==> src/rtl/nanoproc_core.sv <==
// Accumulator nanoprocessor: ACC plus C/Z flags, 16 opcodes, two-word instructions,
// three cycles per instruction (fetch opcode, fetch operand, execute).
module nanoproc_core #(
  parameter int DW       = 8,
  parameter int AW       = 8,
  parameter int RESET_PC = 0
) (
  input  logic          clk,
  input  logic          reset,
  input  logic          run,
  output logic [AW-1:0] mem_addr,
  output logic [DW-1:0] mem_wdata,
  input  logic [DW-1:0] mem_rdata,
  output logic          mem_write,
  output logic [DW-1:0] out_port,
  output logic          out_valid,
  output logic          instr_done
);

  localparam logic [1:0] FETCH_I = 2'd0;
  localparam logic [1:0] FETCH_A = 2'd1;
  localparam logic [1:0] EXEC    = 2'd2;

  localparam logic [3:0] OP_NOP = 4'h0;
  localparam logic [3:0] OP_XOR = 4'h1;
  localparam logic [3:0] OP_AND = 4'h2;
  localparam logic [3:0] OP_OR  = 4'h3;
  localparam logic [3:0] OP_ADD = 4'h4;
  localparam logic [3:0] OP_ADC = 4'h5;
  localparam logic [3:0] OP_SUB = 4'h6;
  localparam logic [3:0] OP_SBC = 4'h7;
  localparam logic [3:0] OP_ROL = 4'h8;
  localparam logic [3:0] OP_ROR = 4'h9;
  localparam logic [3:0] OP_LDA = 4'hA;
  localparam logic [3:0] OP_STA = 4'hB;
  localparam logic [3:0] OP_OUT = 4'hC;
  localparam logic [3:0] OP_JMP = 4'hD;
  localparam logic [3:0] OP_JNC = 4'hE;
  localparam logic [3:0] OP_JNZ = 4'hF;

  localparam logic [AW-1:0] RESET_ADDR = AW'(RESET_PC);

  logic [1:0]    state_q, state_d;
  logic [AW-1:0] pc_q, pc_d;
  logic [DW-1:0] acc_q, acc_d;
  logic          c_q, c_d;
  logic          z_q, z_d;
  logic [3:0]    ir_q, ir_d;
  logic [AW-1:0] opa_q, opa_d;
  logic [DW-1:0] out_port_q, out_port_d;
  logic          out_valid_q, out_valid_d;

  logic          exec_cycle;
  logic          exec_sta;
  logic          acc_wr;
  logic [DW-1:0] alu_b;
  logic          alu_cin;
  logic [DW:0]   alu_sum;

  // Shared adder: subtraction is ACC + ~M + cin, so C=1 means "no borrow".
  always_comb begin
    alu_b   = mem_rdata;
    alu_cin = 1'b0;
    case (ir_q)
      OP_ADC: alu_cin = c_q;
      OP_SUB: begin
        alu_b   = ~mem_rdata;
        alu_cin = 1'b1;
      end
      OP_SBC: begin
        alu_b   = ~mem_rdata;
        alu_cin = c_q;
      end
      default: ;
    endcase
    alu_sum = {1'b0, acc_q} + {1'b0, alu_b} + {{DW{1'b0}}, alu_cin};
  end

  always_comb begin
    state_d     = state_q;
    pc_d        = pc_q;
    acc_d       = acc_q;
    c_d         = c_q;
    z_d         = z_q;
    ir_d        = ir_q;
    opa_d       = opa_q;
    out_port_d  = out_port_q;
    out_valid_d = 1'b0;
    mem_addr    = pc_q;
    exec_cycle  = 1'b0;
    exec_sta    = 1'b0;
    acc_wr      = 1'b0;
    case (state_q)
      FETCH_I: begin
        if (run) begin
          ir_d    = mem_rdata[3:0];
          state_d = FETCH_A;
        end
      end
      FETCH_A: begin
        mem_addr = pc_q + AW'(1);
        opa_d    = mem_rdata[AW-1:0];
        pc_d     = pc_q + AW'(2);
        state_d  = EXEC;
      end
      EXEC: begin
        mem_addr   = opa_q;
        exec_cycle = 1'b1;
        state_d    = FETCH_I;
        case (ir_q)
          OP_NOP: ;
          OP_XOR: begin acc_d = acc_q ^ mem_rdata; acc_wr = 1'b1; end
          OP_AND: begin acc_d = acc_q & mem_rdata; acc_wr = 1'b1; end
          OP_OR:  begin acc_d = acc_q | mem_rdata; acc_wr = 1'b1; end
          OP_ADD, OP_ADC, OP_SUB, OP_SBC: begin
            {c_d, acc_d} = alu_sum;
            acc_wr       = 1'b1;
          end
          OP_ROL: begin {c_d, acc_d} = {acc_q, c_q}; acc_wr = 1'b1; end
          OP_ROR: begin {acc_d, c_d} = {c_q, acc_q}; acc_wr = 1'b1; end
          OP_LDA: begin acc_d = mem_rdata; acc_wr = 1'b1; end
          OP_STA: exec_sta = 1'b1;
          OP_OUT: begin
            out_port_d  = acc_q;
            out_valid_d = 1'b1;
          end
          // Jumps override the PC+2 already committed in FETCH_A.
          OP_JMP: pc_d = opa_q;
          OP_JNC: if (!c_q) pc_d = opa_q;
          OP_JNZ: if (!z_q) pc_d = opa_q;
          default: ;
        endcase
        if (acc_wr) z_d = (acc_d == '0);
      end
      default: state_d = FETCH_I;
    endcase
  end

  always_ff @(posedge clk) begin
    if (reset) begin
      state_q     <= FETCH_I;
      pc_q        <= RESET_ADDR;
      acc_q       <= '0;
      c_q         <= 1'b0;
      z_q         <= 1'b0;
      ir_q        <= 4'h0;
      opa_q       <= '0;
      out_port_q  <= '0;
      out_valid_q <= 1'b0;
    end else begin
      state_q     <= state_d;
      pc_q        <= pc_d;
      acc_q       <= acc_d;
      c_q         <= c_d;
      z_q         <= z_d;
      ir_q        <= ir_d;
      opa_q       <= opa_d;
      out_port_q  <= out_port_d;
      out_valid_q <= out_valid_d;
    end
  end

  // Gating with reset keeps an in-flight STA from reaching the negedge RAM write.
  assign mem_write  = exec_sta & ~reset;
  assign instr_done = exec_cycle & ~reset;
  assign mem_wdata  = acc_q;
  assign out_port   = out_port_q;
  assign out_valid  = out_valid_q;

endmodule

==> config.mk <==
export PLATFORM = sky130hd
export DESIGN_NAME = nanoproc_core
export DESIGN_NICKNAME = d
export VERILOG_FILES = /design/src/rtl/nanoproc_core.sv
export SDC_FILE = /design/constraint.sdc
export NUM_CORES = 1
export LEC_CHECK = 0
export CAP_MARGIN = 0
export CELL_PAD_IN_SITES_DETAIL_PLACEMENT = 0
export CELL_PAD_IN_SITES_GLOBAL_PLACEMENT = 1
export CORE_MARGIN = 5
export CORE_UTILIZATION = 46
export DETAILED_ROUTE_END_ITERATION = 7
export PLACE_DENSITY_LB_ADDON = 0.1
export SLEW_MARGIN = 20
export SYNTH_ARGS = -nofsm -noshare
export SYNTH_HDL_FRONTEND = slang
export SYNTH_SLANG_ARGS = --single-unit
==> constraint.sdc <==
create_clock -name clk -period 8.5 [get_ports clk]
set_clock_uncertainty 0.1 [all_clocks]
set_input_delay 1.275 -clock clk [delete_from_list [all_inputs] [get_ports clk]]
set_output_delay 1.275 -clock clk [all_outputs]
set_load 0.01 [all_outputs]
# Yosys cells after proc, flatten, opt, wreduce, memory -nomap -nowiden

Index checks and enable logic that the tools add are counted.

Bits in registers: 41
Bits of input ports: 11
Output and inout port bits: 27
Logic and storage cells: 74

Add/sub/neg operators: 4
Equal/unequal tests: 21
Muxes and demuxes: 18
Bitwise logic cells: 8
Reduce and logical (&&, ||, !) cells: 14

Operators with widths:

| cell                                                   | number |
|---|---|
| one-hot mux 8 bit (7 select lines)                     | 1 |
| == test 4 bit (second input constant)                  | 8 |
| 2-to-1 mux 8 bit                                       | 4 |
| one-hot mux 8 bit (2 select lines)                     | 2 |
| one-hot mux 8 bit (3 select lines)                     | 1 |
| == test 4 x 3 -> 1 bit (second input constant)         | 4 |
| OR reduction 10 bit                                    | 1 |
| adder 8 x 8 -> 9 bit                                   | 1 |
| adder 9 x 1 -> 9 bit                                   | 1 |
| adder 8 x 1 -> 8 bit (second input constant)           | 1 |
| adder 8 x 2 -> 8 bit (second input constant)           | 1 |
| bitwise AND 8 bit                                      | 1 |
| == test 4 x 2 -> 1 bit (second input constant)         | 2 |
| zero test 8 bit                                        | 1 |
| inverter 8 bit                                         | 1 |
| bitwise OR 8 bit                                       | 1 |
| AND reduction 2 bit                                    | 4 |
| bitwise XOR 8 bit                                      | 1 |
| 2-to-1 mux 1 bit                                       | 6 |
| inequality test 3 bit (second input constant)          | 2 |
| OR reduction 2 bit                                     | 3 |
| == test 4 x 1 -> 1 bit (second input constant)         | 1 |
| inequality test 4 x 1 -> 1 bit (second input constant) | 1 |
| one-hot mux 2 bit (2 select lines)                     | 1 |
| other kinds (13)                                       | 15 |

# Depth between registers and ports, before layout

Gate-level depths: netlist of run 1.

Depth in word-level cells: 8
Depth in mapped cells: 14
Depth with buffers taken out: 12

# Worst setup path after synthesis of run 1

No wires, ideal clock.

Path type: input -> register
From: input mem_rdata[0]
To: register z_q
Arrival: 3.380 ns
Path slack: 4.904 ns
Stages on the path: 9
Path buffers: 0
Path through: xnor2_1 > fa_1 > fa_1 > a211oi_1 > o211a_1 > a311oi_1 > a221oi_1 > a21oi_1 > a31o_1

Word-level cells in the longest chain between the ends: 7
Elaborated cells between the ends (all ways): 10
Those cells by class: 2 x add/sub; 3 x mux; 4 x bitwise; 1 x reduce/logical

RTL lines:

| what                                   | RTL line | source |
|---|---|---|
| start: declaration                     | 13       | `input logic [DW-1:0] mem_rdata,` |
| inverter 8 bit                         | 67, 71   |  |
| 2-to-1 mux 8 bit                       | -        |  |
| adder 8 x 8 -> 9 bit                   | 76       | `alu_sum = {1'b0, acc_q} + {1'b0, alu_b} + {{DW{1'b0}}, alu_cin};` |
| adder 9 x 1 -> 9 bit                   | 76       |  |
| one-hot mux 8 bit (7 select lines) (*) | 110      | `case (ir_q)` |
| 2-to-1 mux 8 bit (*)                   | 93       | `case (state_q)` |
| zero test 8 bit (*)                    | 133      | `if (acc_wr) z_d = (acc_d == '0);` |
| end signal: assignment                 | 155      | `z_q <= z_d;` |
| end: declaration                       | 47       | `logic z_q, z_d;` |

Mark *: on every way between the ends. The rest lies on a longest branch, timed or not. The select of a mux whose other input is x is not followed.
A chain may end at the register's enable or synchronous reset.

# Final worst setup path of run 1

From: input reset
To: output mem_write

Word-level cells in the longest chain between the ends: 2

RTL lines:

| what               | RTL line | source |
|---|---|---|
| start: declaration | 9        | `input logic reset,` |
| inverter 1 bit     | 164      | `assign mem_write = exec_sta & ~reset;` |
| bitwise AND 1 bit  | 164      |  |
| end: declaration   | 14       | `output logic mem_write,` |

Every way passes these cells.

==> results of run 1 <==
-- Yosys cell counts, drive strengths merged, types with 3 or more instances --
cell type / n / share of area
nand2: 49 / 0.051
nor2: 45 / 0.048
dfxtp: 41 / 0.23
mux2i: 31 / 0.087
ha: 29 / 0.10
o21ai: 26 / 0.036
inv: 25 / 0.026
a21oi: 22 / 0.031
buf: 17 / 0.041
nand3: 14 / 0.020
nor2b: 14 / 0.027
clkbuf: 13 / 0.014
a211oi: 10 / 0.021
nand2b: 10 / 0.018
nor3: 9 / 0.016
xnor2: 9 / 0.022
nand3b: 6 / 0.013
a21o: 5 / 0.011
a31oi: 5 / 0.0088
a21boi: 4 / 0.0095
a22oi: 4 / 0.0084
a311oi: 4 / 0.0098
o22ai: 4 / 0.0070
a221oi: 3 / 0.0074
and3: 3 / 0.0053
nand4: 3 / 0.0053
nor3b: 3 / 0.0063
o211a: 3 / 0.0084
or3b: 3 / 0.0074
-- per-stage QoR --
step / setup slack [ps] / utilization / cells / hold WS [ps] / power (uW)
after floorplan: 4900 / - / 453 / 361 / 423
after global placement: 4060 / 0.514 / 569 / 373 / 508
after detailed placement: 3990 / 0.514 / 569 / 385 / 510
after CTS: 4200 / 0.527 / 576 / 404 / 665
after global routing: 4080 / 0.527 / 576 / 429 / 708
final: 4220 / 0.527 / 576 / 401 / 663
-- registers in the layout, summed over array words and instances, names as in the netlist --
| name | flops |
|---|---|
| mem_wdata | 8 |
| opa_q | 8 |
| out_port | 8 |
| pc_q | 8 |
| ir_q | 4 |
| state_q | 2 |
| c_q | 1 |
| out_valid | 1 |
| z_q | 1 |
-- worst register-to-register path: stages (launching register included) --
cell      delay [ps]
dfxtp_1          300
buf_4            250
nor2_1           250
nand2_1          350
xnor2_1          250
fa_1             450
fa_1             440
a211oi_1         420
o211a_1          230
a311oi_1          40
a221oi_1         390
a21oi_1           70
a31o_1           220
-- power breakdown --
group	switching, uW	leakage, uW	internal, uW
combinational	154	0.00110	121
clock	71.4	0.0000540	85.5
sequential	24.0	0.000333	208
total	249	0.00149	414
-- layer usage --
layer,global-route usage,vias up,share of wire
met5,0,-,0
li1,-,1661,-
met1,0.276,1599,0.44
met3,0.0329,15,0.058
met2,0.355,98,0.48
met4,0.0777,0,0.022
-- how the worst max path moves through the flow --
| stage | depth (start not counted) | from | slack, ps | to |
|---|---|---|---|---|
| 4_1_cts | 5 | reset | 4200 | mem_write |
| 2_1_floorplan | 9 | mem_rdata[0] | 4900 | z_q |
| 3_5_place_dp | 10 | mem_rdata[0] | 3990 | z_q |
| 5_1_grt | 10 | mem_rdata[0] | 4080 | z_q |
| 6_report | 5 | reset | 4220 | mem_write |
| 3_3_place_gp | 10 | mem_rdata[0] | 4060 | z_q |
-- area by class of cell --
class                           count  area [um^2]  share of cell area
Multi-Input combinational cell    357         2460               0.611
Timing Repair Buffer               44          423               0.105
Clock inverter                      2         35.0             0.00868
Inverter                           25         93.8              0.0233
Sequential cell                    41          821               0.203
Clock buffer                        5         68.8              0.0171
Tap cell                          102          128              0.0316
-- kinds of logic after synthesis --
group / count (synthesis) / synth area share
AO/OA/AOI/OAI: 117 / 0.230
multiplexers: 31 / 0.0868
buffers and inverters: 55 / 0.0805
XOR/XNOR: 9 / 0.0221
flip-flops: 41 / 0.230
AND/OR/NAND/NOR: 169 / 0.238
adder cells (fa/ha/maj): 31 / 0.113
==> flow_summary_export.csv, run 1 <==
group,metric,value,unit
routing,routed_wl,10.1,mm
placement,routabilityCongestion,0.876,
critical_path,path_cells,"clkdlybuf4s50_1 -> buf_4 -> nor2b_1 -> and4_1 -> clkdlybuf4s50_1",
clock_tree,cts_tree,"done",
yosys,syn_inst,453,
die,rows,32,
critical_path,worstSetupPathType,"in -> out",
yosys,syn-num-nets,495,
layout,final_area,4030,um^2
critical_path,r2r_end,"z_q",
yosys,synthFlopType,"dfxtp_1",
placement,io_buffers,37,
critical_path,critPathRequiredTime,7120,ps
die,core,7650,um^2
die,die-area,9630,um^2
yosys,ys_ff_latch,41,
min_path,hold_path.startpoint,"out_port[0]",
layout,drive_gt1_frac,0.0506,
timing,worst_slew_pin_slew,699,ps
yosys,syn_area,3570,um^2
die,ioPinCount,38,
die,start_util,0.467,
routing,wl_per_cell,17.6,um
job,drv_cap,0,
timing,post-route-period-util,0.503,
die,die_h,98.1,um
critical_path,worstPathMaxFanout,40,
critical_path,crit_path_top_delay_cell,"clkdlybuf4s50_1",
timing,slew_viol_final,0,
global_route,grt_max_degree,41,
global_route,grt_pass1_wl,16.8,mm
min_path,hold_end,"out_port[0]",
critical_path,critPathCaptureType,"output pin",
global_route,grt-ovfl-total,0,
routing,first_pass_iters,5,
global_route,grt_pass1_vias,3329,
clock_tree,cts_buffer_depth,2,
yosys,synthArstFlopShare,0,
critical_path,startpoint_type,"primary input",
routing,drtAntennaViolNets,0,
critical_path,crit_family,"buffers and inverters",
critical_path,critPathBufInv,3,
clock_tree,cts_root_buffer,"clkbuf_8",
routing,drtIter0Drc,209,
routing,vias,3373,
critical_path,reg2reg_depth,12,
layout,fillers,738,
routing,route.detailed.drc,0,
layout,fin_nets,516,
placement,place_area,3930,um^2
critical_path,max_stage_delay,470,ps
critical_path,critPathMostFrequentCell,"clkdlybuf4s50_1",
clock_tree,htreeDepth,2,
clock_tree,cts_buffers,5,
routing,via_per_inst,5.86,
clock_tree,hold_buffers,0,
timing,setup_viol,0,
min_path,worstHoldPathType,"reg -> reg",
die,die_w,98.1,um
power,power_density,164,nW/um^2
clock_tree,cts.reportedPaths.clkPinSlew,70,ps
critical_path,ff2ff_setup_slack,4620,ps
timing,slew_headroom,0.534,
clock_tree,cts.sinks,41,
layout,syn_to_final_growth,12.9,%
yosys,synth_cell_types,71,
layout,mostFrequentLayoutCells,"nand2_1, nor2_1, dfxtp_1",
yosys,synth_edf_count,0,
layout,diodes,0,
timing,timing.fmax,0.234,GHz
power,vdd_drop_max,0.0975,mV
yosys,ys_warn_count,0,
critical_path,crit_arrival,2900,ps
yosys,yosysSeqAreaShare,0.230,
min_path,min_path_cells,2,
placement,hpwl,7.36,mm
status,outcome,"finished clean",
clock_tree,postCtsResizedCells,0,
clock_tree,cts_setup_buffers,0,
layout,mostFrequentLayoutCell,"nand2_1",
timing,hold_violations,0,
clock_tree,clock_latency,300,ps
global_route,antenna_found_initial,0,
timing,period_minus_slack,4280,ps
timing,rsz0062_at_grt,"false",
global_route,grt.total_usage,0.212,
timing,setup_tns,0,ps
yosys,syn_avg_cell_area,7.89,um^2
power,p_leak,0.00149,uW
critical_path,r2r_start,"ir_q[3]",
Note: power is estimated with default switching activity, not from simulation.
==> run 2, diff against run 1 <==
--- a/config.mk
+++ b/config.mk
@@ -9,7 +9,7 @@
 export CELL_PAD_IN_SITES_DETAIL_PLACEMENT = 0
 export CELL_PAD_IN_SITES_GLOBAL_PLACEMENT = 1
 export CORE_MARGIN = 5
-export CORE_UTILIZATION = 46
+export CORE_UTILIZATION = 39
 export DETAILED_ROUTE_END_ITERATION = 7
 export PLACE_DENSITY_LB_ADDON = 0.1
 export SLEW_MARGIN = 20
==> constraint.sdc (replaced) <==
create_clock -name clk -period 3.85 [get_ports clk]
set_clock_uncertainty 0.1 [all_clocks]
set_input_delay 0.5775 -clock clk [delete_from_list [all_inputs] [get_ports clk]]
set_output_delay 0.5775 -clock clk [all_outputs]
set_load 0.01 [all_outputs]
==> flow_summary_export.csv, run 2 (synthesized netlist as in run 1, its figures left out) <==
group,metric,value,unit
status,outcome,"finished clean",
die,core,9060,um^2
placement,hpwl,7.64,mm
clock_tree,cts_tree,"done",
critical_path,max_stage_delay,440,ps
critical_path,startpoint_type,"flop",
clock_tree,cts.reportedPaths.clkPinSlew,100,ps
timing,hold_slack,401,ps
routing,via_per_inst,5.67,
power,vdd_drop_max,0.184,mV
timing,hold_violations,0,
critical_path,critPathMostFrequentCell,"fa_1",
critical_path,worstPathMaxFanout,6,
clock_tree,cts_buffer_depth,2,
die,start_util,0.394,
die,die_w,106,um
layout,mostFrequentLayoutCells,"nand2_1, nor2_1, dfxtp_1",
routing,routed_wl,10.4,mm
placement,placement.setup.worst_slack,163,ps
critical_path,path_cells,"inv_1 -> nor2_1 -> nand2_1 -> xnor2_1 -> fa_1 -> fa_1 -> a211oi_1 -> o211a_1 -> a311oi_1 -> a221oi_1 -> a21oi_1 -> a31o_1",
die,ioPinCount,38,
global_route,grt_max_degree,40,
routing,drtAntennaViolNets,0,
critical_path,worstSetupPathType,"reg -> reg",
routing,vias,3381,
clock_tree,postCtsResizedCells,0,
critical_path,crit_path_top_delay_cell,"fa_1",
placement,io_buffers,37,
clock_tree,cts_root_buffer,"clkbuf_8",
die,rows,35,
timing,period_minus_slack,3460,ps
timing,setup_tns,0,ps
die,die-area,11200,um^2
power,fin_total_pwr,1500,uW
routing,route.detailed.drc,0,
global_route,grt_pass1_wl,17.3,mm
clock_tree,hold_buffers,0,
critical_path,crit_arrival,3570,ps
layout,drive_gt1_frac,0.0722,
layout,diodes,0,
routing,first_pass_iters,5,
timing,worst_slew_pin_slew,771,ps
clock_tree,clock_latency,310,ps
clock_tree,cts_buffers,5,
power,power_density,363,nW/um^2
power,p_leak,0.00154,uW
layout,syn_to_final_growth,15.5,%
critical_path,critPathRequiredTime,3960,ps
timing,timing.fmax,0.289,GHz
critical_path,critPathBufInv,1,
global_route,grt.total_usage,0.190,
job,drv_cap,0,
routing,wl_per_cell,17.5,um
placement,routabilityCongestion,0.906,
timing,worst_slack,390,ps
timing,setup_viol,0,
critical_path,critPathCaptureType,"flop",
global_route,antenna_found_initial,0,
clock_tree,cts.sinks,41,
die,die_h,106,um
clock_tree,htreeDepth,2,
timing,post-route-period-util,0.899,
routing,drtIter0Drc,180,
timing,rsz0062_at_grt,"false",
global_route,grt-ovfl-total,0,
timing,slew_headroom,0.486,
layout,final_area,4130,um^2
layout,mostFrequentLayoutCell,"nand2_1",
global_route,grt_pass1_vias,3241,
timing,slew_viol_final,0,
placement,place_area,4020,um^2
min_path,worstHoldPathType,"reg -> reg",
clock_tree,cts_setup_buffers,0,
critical_path,crit_family,"compound AO/OA/AOI/OAI gates",
layout,fin_nets,526,
==> run 2: stage by stage <==
step                      instances  utilization
after floorplan                 453            -
after global placement          588        0.443
after detailed placement        588        0.443
after CTS                       596        0.455
after global routing            596        0.455
final                           596        0.455
==> run 2: power breakdown <==
| group | internal (uW) | leakage (uW) | switching (uW) |
|---|---|---|---|
| combinational | 280 | 0.00115 | 344 |
| clock | 195 | 0.0000585 | 173 |
| sequential | 458 | 0.000333 | 48.4 |
| total | 933 | 0.00154 | 566 |
==> run 2: final timing paths <==
kind                            slack (ps)           to   startpoint  cells after the start
worst min-delay path                   400  out_port[6]  out_port[6]                      2
worst max-delay path                   390          z_q      ir_q[2]                     12
worst max register to register         390          z_q      ir_q[2]                     12
worst min register to register         400  out_port[6]  out_port[6]                      2
==> run 2: tightest hold or removal path: stages (launching register included) <==
cell and delay, ps:
dfxtp_1 340, mux2i_1 70, nor2_1 70
==> run 2: layout make-up <==
class                   count  area [um^2]
fillers                   946         4940
flip-flops and latches     41          821
clock inverters             3         43.8
well taps                 111          139
repair buffers             54          498
clock buffers               5         68.8
inverters                  25         93.8
multi-input cells         357         2460
==> run 2: layer usage <==
layer | track usage | vias to the layer above | part of all wire
met2 | 0.316 | 79 | 0.47
li1 | - | 1674 | -
met5 | 0 | - | 0
met1 | 0.263 | 1616 | 0.47
met4 | 0.0361 | 0 | 0.0089
met3 | 0.0288 | 12 | 0.046
==> run 3, diff against run 2 <==
--- a/config.mk
+++ b/config.mk
@@ -12,6 +12,7 @@
 export CORE_UTILIZATION = 39
 export DETAILED_ROUTE_END_ITERATION = 7
 export PLACE_DENSITY_LB_ADDON = 0.1
+export SKIP_LAST_GASP = 1
 export SLEW_MARGIN = 20
 export SYNTH_ARGS = -nofsm -noshare
 export SYNTH_HDL_FRONTEND = slang
==> results of run 3 <==
No change in the layout: final DEF, timing and power equal those of run 2.
==> variant, RTL diff (flow settings as in run 3) <==
Reset style: asynchronous (`reset`), changed in one clocked block.
--- a/src/rtl/nanoproc_core.sv
+++ b/src/rtl/nanoproc_core.sv
@@ -138,3 +138,3 @@
 
-  always_ff @(posedge clk) begin
+  always_ff @(posedge clk or posedge reset) begin
     if (reset) begin
Behaviour: differs if reset is asserted again (counterexample within 4 cycles, from zero or initial values and one cycle with reset high); with reset held inactive, the same outputs for 10 cycles.
==> variant against run 3 <==
  * Final area shrank 1.1%
  * Sequential share of layout area grew 5.2 points
  * Routed wire length shrank 3.1%
  * Area after synthesis shrank 2.9%
  * Cell count shrank 6.5%
  * Sequential cell count is the same
  * Worst setup slack gained 0.033 ns
  * Global-route usage shrank 0.64 points
  * Highest routed layer unchanged
Power is not compared: it rests on default switching activity, and its combinational part moved more than twofold at a synthesized area within 25%.
==> variant: results (changes against run 3) <==
| Metric | Value |
|---|---|
| Vias in the first global route | 2973 (-8.3%) |
| Flop2flop setup slack | 0.42 ns (+0.03 ns) |
| Aggregate routed wire length | 10100 microns (-3.1%) |
| Hold endpoint | out_port[3] |
| Avg Inst Size Synth | 8.55 sq um (+8.3%) |
| Max IR drop VDD | ~0.42 mV |
| Metal-1 WL | 5260 microns (+7.3%) |
| First-pass GRT wire length | 16400 microns (-5.1%) |
| Final worst-path cycle share | 89.0% (-0.85 points) |
| Outcome | finished, final reports clean |
| Total Routing Usage GR | 18.4% (-0.64 points) |
| Hpwl dp | 7710 microns (+0.99%) |
| Latest clock arrival within the worst-skew pair | 0.29 ns (-0.02 ns) |
| Critical path's top delay family | compound AO/OA/AOI/OAI gates |
| Seq/Total Area, Yosys | 29.6% (+6.6 points) |
| Routability cong. | 0.946 (+4.4%) |
| CTS Buf Count | 5 (unchanged) |
| Crit Reg-Reg Endpoint | z_q |
| Hold Slack | 0.381 ns (-0.0199 ns) |
| Routed wire per std cell | 18.1 microns (+3.6%) |
| Critical path's largest stage delay | 0.42 ns (-0.02 ns) |
| Pin count of the biggest net entering global routing | 24 (-40%) |
| Met3 usage | 2.92% (+0.039 points) |
| 1st-iter DRT viols | 234 (+30%) |
| Dpl ws | 0.246 ns (+0.0830 ns) |
| Top post-synthesis cells by area | dfrtp_1 30%, ha_1 10%, o21ai_0 4.9% |
| Commonest cells in the netlist | 41 x dfrtp_1, 37 x nand2_1, 34 x o21ai_0 |
| Worst Setup SP | ir_q[3] |
| Crit-path max FO | 14 (+8) |
| Post-CTS resize count | 0 (unchanged) |
| Worst-Margin Slew | 0.752 ns (-0.0187 ns) |
| Post-synth top flop | dfrtp_1 |
| Syn Nets | 448 (-9.5%) |
| Critical path arrival | 3.53 ns (-0.04 ns) |
| Via count | 3152 (-6.8%) |
| Clock Pin Slew Worst Setup and Hold Paths | 0.08 ns (-0.02 ns) |
| H-tree levels | 2 (unchanged) |
| GR Layer Usage met2 | 26.2% (-5.5 points) |
| Placed insts | 549 (-6.6%) |
| Reg2reg path depth | 11 (-1) |
| Hold WC Path Type | register to register |
| Fin nets | 490 (-6.8%) |
| Yosys cell types | 70 (-1.4%) |
| Asr flop ratio synth | 100% (+100 points) |
| Share of cells above drive strength 1 | 11.6% (+4.4 points) |
| Leak Pwr | roughly 1.8 nW |
| Met2 WL | 4220 microns (-14%) |
| Hold_sp | out_port[3] |
| Met3 WL post-DR | 537 microns (+13%) |
| Initial antenna violation count | 0 (unchanged) |
| Placed cell areas | 4000 sq um (-0.44%) |
| GRT met1 Usage | 29.6% (+3.4 points) |
-- variant: cell types whose count changed in the layout (fill, tap and decap cells not counted), moves of 6 or more --
cell             run 3  this run
dfxtp_1             41         0
o21ai_0             22        34
mux2i_1             31         8
mux2_2               0         8
dfrtp_1              0        41
nand2_1             49        37
a21oi_1             22        29
nor2_1              44        29
a211oi_1            10         4
-- variant: tightest hold or removal path: cells and delay by family (launching register included) --
family | cells | cell delay (ns)
DFF | 1 | 0.35
AOI/OAI and AO/OA | 1 | 0.06
and+or+nand+nor | 1 | 0.04
-- variant: cell type report --
class	count	area (sq um)
multi-input combinational	314	2210
fill	906	4590
inverter	29	109
clock inverter	3	17.5
tap	108	135
clock buffer	5	68.8
sequential	41	1030
timing repair buffer	57	520
-- variant: cell families after synthesis --
| kind of cell | synth area share [%] |
|---|---|
| compound gates | 25.7 |
| xor+xnor | 2.27 |
| fa+ha+maj | 11.6 |
| buf+inv | 6.78 |
| flops | 29.6 |
| mux | 5.66 |
| simple gates | 18.4 |
